===== src/rtl/alu_result_sel_pipe.sv =====
// Registered ALU result select stage.
// Muxes one of NUM_IN results by select code and hands it to writeback
// through a valid/ready interface. The interface is backed by a main
// register plus a skid register, so throughput stays full under backpressure.
// Out-of-range selects are passed on as zero data and raise a sticky error.
// A wrapping counter records completed output handshakes for debug.
module alu_result_sel_pipe #(
  parameter int unsigned WIDTH  = 32,
  parameter int unsigned NUM_IN = 16,
  parameter int unsigned SEL_W  = 4,
  parameter int unsigned CNT_W  = 16
) (
  input  logic                    clk,
  input  logic                    rst,
  input  logic [NUM_IN*WIDTH-1:0] in_data,
  input  logic [SEL_W-1:0]        in_sel,
  input  logic                    in_valid,
  output logic                    in_ready,
  output logic [WIDTH-1:0]        out_data,
  output logic [SEL_W-1:0]        out_sel,
  output logic                    out_valid,
  input  logic                    out_ready,
  output logic                    sel_err,
  input  logic                    err_clr,
  output logic [CNT_W-1:0]        xfer_cnt
);

  // Buffer occupancy: EMPTY (nothing held), ONE (main full), TWO (main and skid full)
  typedef enum logic [1:0] {
    ST_EMPTY = 2'd0,
    ST_ONE   = 2'd1,
    ST_TWO   = 2'd2
  } state_e;

  state_e             state_q, state_d;
  logic [WIDTH-1:0]   main_data_q, skid_data_q;
  logic [SEL_W-1:0]   main_sel_q, skid_sel_q;
  logic               out_valid_q, in_ready_q;
  logic               sel_err_q, sel_err_d;
  logic [CNT_W-1:0]   xfer_cnt_q, xfer_cnt_d;

  logic               accept_c, drain_c;
  logic               load_main_c, load_skid_c, move_skid_c;
  logic [WIDTH-1:0]   sel_data_c;
  logic               sel_legal_c;

  assign accept_c = in_valid && in_ready_q;
  assign drain_c  = out_valid_q && out_ready;

  // Result mux; an out-of-range select yields zero and flags illegal
  always_comb begin
    sel_data_c  = '0;
    sel_legal_c = 1'b0;
    for (int unsigned k = 0; k < NUM_IN; k++) begin
      if (32'(in_sel) == k) begin
        sel_data_c  = in_data[k*WIDTH +: WIDTH];
        sel_legal_c = 1'b1;
      end
    end
  end

  // Occupancy state register
  always_ff @(posedge clk or posedge rst) begin
    if (rst) begin
      state_q <= ST_EMPTY;
    end else begin
      state_q <= state_d;
    end
  end

  // Occupancy next state from accept and downstream ready
  always_comb begin
    state_d = state_q;
    case (state_q)
      ST_EMPTY: if (accept_c) state_d = ST_ONE;
      ST_ONE: begin
        if (accept_c && !out_ready)      state_d = ST_TWO;
        else if (!accept_c && out_ready) state_d = ST_EMPTY;
      end
      ST_TWO:   if (out_ready) state_d = ST_ONE;
      default:  state_d = ST_EMPTY;
    endcase
  end

  // Buffer load/move controls per occupancy state
  always_comb begin
    load_main_c = 1'b0;
    load_skid_c = 1'b0;
    move_skid_c = 1'b0;
    case (state_q)
      ST_EMPTY: load_main_c = accept_c;
      ST_ONE: begin
        load_main_c = accept_c && out_ready;
        load_skid_c = accept_c && !out_ready;
      end
      ST_TWO:   move_skid_c = out_ready;
      default: begin
        load_main_c = 1'b0;
      end
    endcase
  end

  // Sticky error (set beats clear) and wrapping handshake counter
  always_comb begin
    sel_err_d  = (accept_c && !sel_legal_c) || (sel_err_q && !err_clr);
    xfer_cnt_d = xfer_cnt_q + CNT_W'(drain_c);
  end

  // Datapath, handshake flags and debug registers
  always_ff @(posedge clk or posedge rst) begin
    if (rst) begin
      main_data_q <= '0;
      main_sel_q  <= '0;
      skid_data_q <= '0;
      skid_sel_q  <= '0;
      out_valid_q <= 1'b0;
      in_ready_q  <= 1'b1;
      sel_err_q   <= 1'b0;
      xfer_cnt_q  <= '0;
    end else begin
      if (load_main_c) begin
        main_data_q <= sel_data_c;
        main_sel_q  <= in_sel;
      end else if (move_skid_c) begin
        main_data_q <= skid_data_q;
        main_sel_q  <= skid_sel_q;
      end
      if (load_skid_c) begin
        skid_data_q <= sel_data_c;
        skid_sel_q  <= in_sel;
      end
      out_valid_q <= (state_d != ST_EMPTY);
      in_ready_q  <= (state_d != ST_TWO);
      sel_err_q   <= sel_err_d;
      xfer_cnt_q  <= xfer_cnt_d;
    end
  end

  assign out_data  = main_data_q;
  assign out_sel   = main_sel_q;
  assign out_valid = out_valid_q;
  assign in_ready  = in_ready_q;
  assign sel_err   = sel_err_q;
  assign xfer_cnt  = xfer_cnt_q;

endmodule


===== config.mk =====
export PLATFORM = sky130hd
export DESIGN_NAME = alu_result_sel_pipe
export DESIGN_NICKNAME = d
export VERILOG_FILES = /design/src/rtl/alu_result_sel_pipe.sv
export SDC_FILE = /design/constraint.sdc
export NUM_CORES = 1
export LEC_CHECK = 0
export ABC_AREA = 0
export CAP_MARGIN = 15
export CORE_AREA = 2 2 226 228
export CTS_CLUSTER_SIZE = 28
export DETAILED_ROUTE_END_ITERATION = 6
export DIE_AREA = 0 0 228 230
export PLACE_DENSITY = 0.58
export SYNTH_ARGS = -nofsm -noshare
export SYNTH_HDL_FRONTEND = slang
export SYNTH_SLANG_ARGS = --single-unit

===== constraint.sdc =====
create_clock -name clk -period 2.8 [get_ports clk]
set_clock_uncertainty 0.05 [all_clocks]
set_input_delay 0.56 -clock clk [delete_from_list [all_inputs] [get_ports clk]]
set_output_delay 0.56 -clock clk [all_outputs]
set_load 0.01 [all_outputs]

* After elaboration in Yosys (flattened, before gate mapping) *
Cells that the tools add are included.

cells by class
  add/sub/neg operators = 1
  equality and inequality tests = 18
  muxes and demuxes = 44
  reductions and logical operators = 16

operator list
  cell                number
  $mux 32             18
  $eq 4x4->1 const B  8
  $mux 1              18
  $add 16x1->16       1
  $eq 4x3->1 const B  4
  $eq 4x2->1 const B  2
  $mux 2              4
  $mux 4              2
  $logic_and 1x1->1   7
  $pmux 2 s3          1
  $eq 4x1->1 const B  1
  $logic_not 1->1     4
  $logic_not 4->1     1
  $reduce_bool 2->1   2
  $eq 2x1->1 const B  1
  $eq 2x2->1 const B  1
  $logic_not 2->1     1
  $ne 2x2->1 const B  1
  $pmux 1 s2          1
  $logic_or 1x1->1    1

storage, ports and cells
  bits in registers = 93
  output and inout port bits = 55
  logic and storage cells = 88

* Depth between registers and ports, before layout *
Gate-level depths: netlist of the first run.

  depth after elaboration = 20
  gate-level depth with buffers = 11
  mapped depth without buffers = 7

* Worst setup path after synthesis of the first run *
OpenSTA, ideal clock, no wires.

  path type = input-to-reg
  start point = input port in_sel[1]
  end point = register main_data_q[29] (netlist: out_data[29])
  setup time = 140 ps
  arrival = 1976 ps
  path slack = 634 ps
  cell stages on the path = 8
  path through = buf_6 buf_6 mux2_4 o221ai_2 a22oi_2 a221o_1 a221oi_2 a21oi_1

between the ends
  word-level cells in the longest chain between the ends = 18

RTL lines
  item                    line  text
  start: declaration      16    input logic [SEL_W-1:0] in_sel,
  $logic_not 4->1         55    if (32'(in_sel) == k) begin
  $mux 32 (15 in series)  55
  $mux 32 (*)             55
  $mux 32 (*)             121   if (load_main_c) begin
  end signal: assignment  122   main_data_q <= sel_data_c;
  end signal: assignment  125   main_data_q <= skid_data_q;
  end: declaration        36    logic [WIDTH-1:0] main_data_q, skid_data_q;

Every way passes the cells marked *; elsewhere a longest branch is shown, timed or not.
A chain may end at the register's enable or synchronous reset.

* Worst setup path in the final report of the first run *
  start point = input port in_sel[0]
  end point = register skid_data_q[16]

between the ends
  word-level cells in the longest chain between the ends = 17

RTL lines
  item                    line  text
  $logic_not 4->1         55
  $mux 32 (15 in series)  55
  $mux 32 (*)             55
  end signal: assignment  129   skid_data_q <= sel_data_c;
  end: declaration        36

Marks and branches as above.

==> results.toml, run 1 <==
[cells_and_area]
area_growth_pct = 76.4
nets = 2335
drive_gt1_share_pct = 10.7
fillers = 5312
layout_commonest_cell = "clkdlybuf4s50_1"
mostFrequentLayoutCells = "571 x clkdlybuf4s50_1, 187 x nand2_1, 117 x o21ai_0"

[synth]
synthFlopType = "dfrtp_1"
synth_edf_count = 0
yosys-top-cells-area = "dfrtp_1 24%, nand2_1 7.4%, o21ai_0 6.1%, mux2i_1 5.6%, a21oi_1 5.4%"
yosys.area.top_type_share_pct = 24.1
postSynth.asyncResetShare_pct = 100
synth-seq-cells = 93
seq_area_frac_synth_pct = 24.4
ys_warn_count = 0
syn_area_um2 = 9560
ys_types = 86
yosys.area.top_type = "dfrtp_1"
syn-num-nets = 1769
netlist_instances = 1246
avgSynthCellArea_um2 = 7.67

[clocking]
cts_hold_buf = 0
cts_tree = "built"
cts_buffer_depth = 2
postCtsSetupRepairBufs = 0
ctsResizeCount = 0
cts_made_buffers = 9
cts_root_buffer = "clkbuf_16"
clk_pin_slew_ns = 0.07
cts.sinks = 93
clk_latency_ns = 0.34
htreeDepth = 3

[grt]
grt_usage_pct = 26.4
grt_start_max_net_pins = 94
grt_pass1_vias = 13300
overflow = 0
grt_first_pass_wirelength_um = 101000
antenna_found_initial = 9

[sta]
min_period_ns = 2.74
finalSetupTns_ns = 0
slew_headroom_pct = 29.0
finalCritPeriodShare_pct = 97.9
final_hold_viol_count = 0
rsz0062_at_grt = "no"
finalSetupViolCount = 0
fmax_mhz = 365
hold_ws_ns = 0.427
tightest_slew_ns = 1.06
drv_slew = 0

[critical_path]
reg2regPathDepth = 6
cp-end-kind = "flop"
critPathLaunchType = "input port"
cp_max_fo = 57
critical_path_arrival_ns = 2.91
critical_path_class = "in -> reg"
critPathRequiredTime_ns = 2.97

[placement]
gp_congestion = 0.953
numPortBuffers = 575
hpwl_um = 59500

[die]
start_util_pct = 19.2
io-pin-count = 576
placement_rows = 82
core_area_um2 = 49900
die_h_um = 230
dieWidth_um = 228
die_area_um2 = 52400

[route]
wl_met1_um = 31200
vias = 12900
drc = 0
routedWlPerCell_um = 28.8
wl_met2_um = 34600
drtPass1Iterations = 6
top_layer_used = "met5"
drt_iter0_drc = 1130
wl_met3_um = 5130
ant_nets = 0
via_per_inst = 5.18
wirelength_um = 71800

[power_and_ir_drop]
switching_power_uw = 2990
pwr_density_cell_nw_per_um2 = 468
pwr-share-clk_pct = 18.5
max-vdd-ir-drop_v = 0.000385
internal_power_uw = 4900
p_seq_share_pct = 28.9
switching_share_pct = 37.8
combPwrFrac_pct = 52.6
p_leak_uw = 0.00662

[run_status]
status = "finished clean"

[min_path]
holdPathStages = 2
hp-class = "reg -> reg"

[flow_run]
maxCapViolations = 0
[power by group through the flow]
stage | combinational, uW | clock (uW) | sequential [uW]
3_3_place_gp | 4090 | 0 | 2290
2_1_floorplan | 1590 | 0 | 2350
6_report | 4150 | 1460 | 2280
4_1_cts | 4140 | 1490 | 2280
5_1_grt | 4450 | 1540 | 2350
3_5_place_dp | 4130 | 0 | 2300
[stage by stage]
stage          total power [uW]  util [%]  setup WS [ns]  cell area (um^2)  cells
6_report                   7890      33.8         0.0594             16900   2495
5_1_grt                    8340      33.8         0.0664             16800   2493
4_1_cts                    7910      33.8          0.152             16800   2489
3_5_place_dp               6430      33.1         -0.212             16500   2473
3_3_place_gp               6380      33.1         -0.297             16500   2473
2_1_floorplan              3930         -          0.634              9560   1246
[flip-flops by register name (all words and copies together), names as in the netlist]
name,count
sel_err,1
skid_sel_q,4
out_sel,4
xfer_cnt,16
in_ready,1
out_data,32
skid_data_q,32
state_q,2
out_valid,1
[area by class of cell]
type / count / area (um^2) / share of cell area [%]
Timing Repair Buffer: 679 / 6780 / 40.2
Multi-Input combinational cell: 1018 / 6490 / 38.5
Sequential cell: 93 / 2330 / 13.8
Tap cell: 672 / 841 / 4.99
Clock buffer: 11 / 243 / 1.44
Clock inverter: 5 / 108 / 0.639
Inverter: 11 / 45.0 / 0.267
Antenna cell: 6 / 15.0 / 0.0891
[metal layers]
metal,global-route usage [%],vias up
met5,0,-
met1,34.7,6286
li1,-,5823
met4,4.29,4
met2,45.6,733
met3,4.85,66
[cell usage after synthesis, types with 18 or more instances]
| master | number |
|---|---|
| dfrtp_1 | 92 |
| o21ai_0 | 117 |
| and3_1 | 26 |
| o21ai_1 | 20 |
| o22ai_1 | 33 |
| nor2_1 | 78 |
| a22oi_1 | 19 |
| nand2b_1 | 19 |
| clkbuf_1 | 36 |
| o221ai_1 | 26 |
| nand3_1 | 24 |
| mux2i_1 | 53 |
| nand2_1 | 188 |
| nor2b_1 | 24 |
| mux2_2 | 18 |
| buf_2 | 51 |
| a21oi_1 | 103 |
| a21o_1 | 32 |
[worst paths after layout]
path | from | slack, ns | to
max in group asynchronous | rst | 1.61 | skid_data_q[11]
setup reg to reg | in_ready | 0.83 | out_data[31]
setup / recovery | in_sel[0] | 0.06 | skid_data_q[16]
hold reg to reg | skid_data_q[21] | 0.43 | skid_data_q[21]
min in group asynchronous | rst | 0.67 | out_data[22]
hold / removal | skid_data_q[21] | 0.43 | skid_data_q[21]
[logic make-up (layout without fill, tap and decap cells)]
group	count (synthesis)	in the layout	synth area share (%)
compound gates	500	500	34.9
simple gates	420	420	21.1
buf+inv	135	706	8.07
flops	93	93	24.4
mux	81	81	9.95
xor+xnor	15	15	1.37
fa+ha+maj	2	2	0.262
other cells	0	6	0
[worst max-delay path, stage by stage]
cell and delay (ns):
clkbuf_8 0.26, buf_12 0.19, buf_12 0.29, nor3b_1 0.46, o21ai_0 0.29, a21oi_1 0.27
o221ai_1 0.16, a21oi_1 0.25, o21ai_0 0.12
No activity file was read; power rests on OpenSTA's default activity.
==> run 2: changes to the inputs <==
CAP_MARGIN = 20   (was 15)
==> results of run 2 <==
Final layout, timing and power as in run 1 (identical DEF).
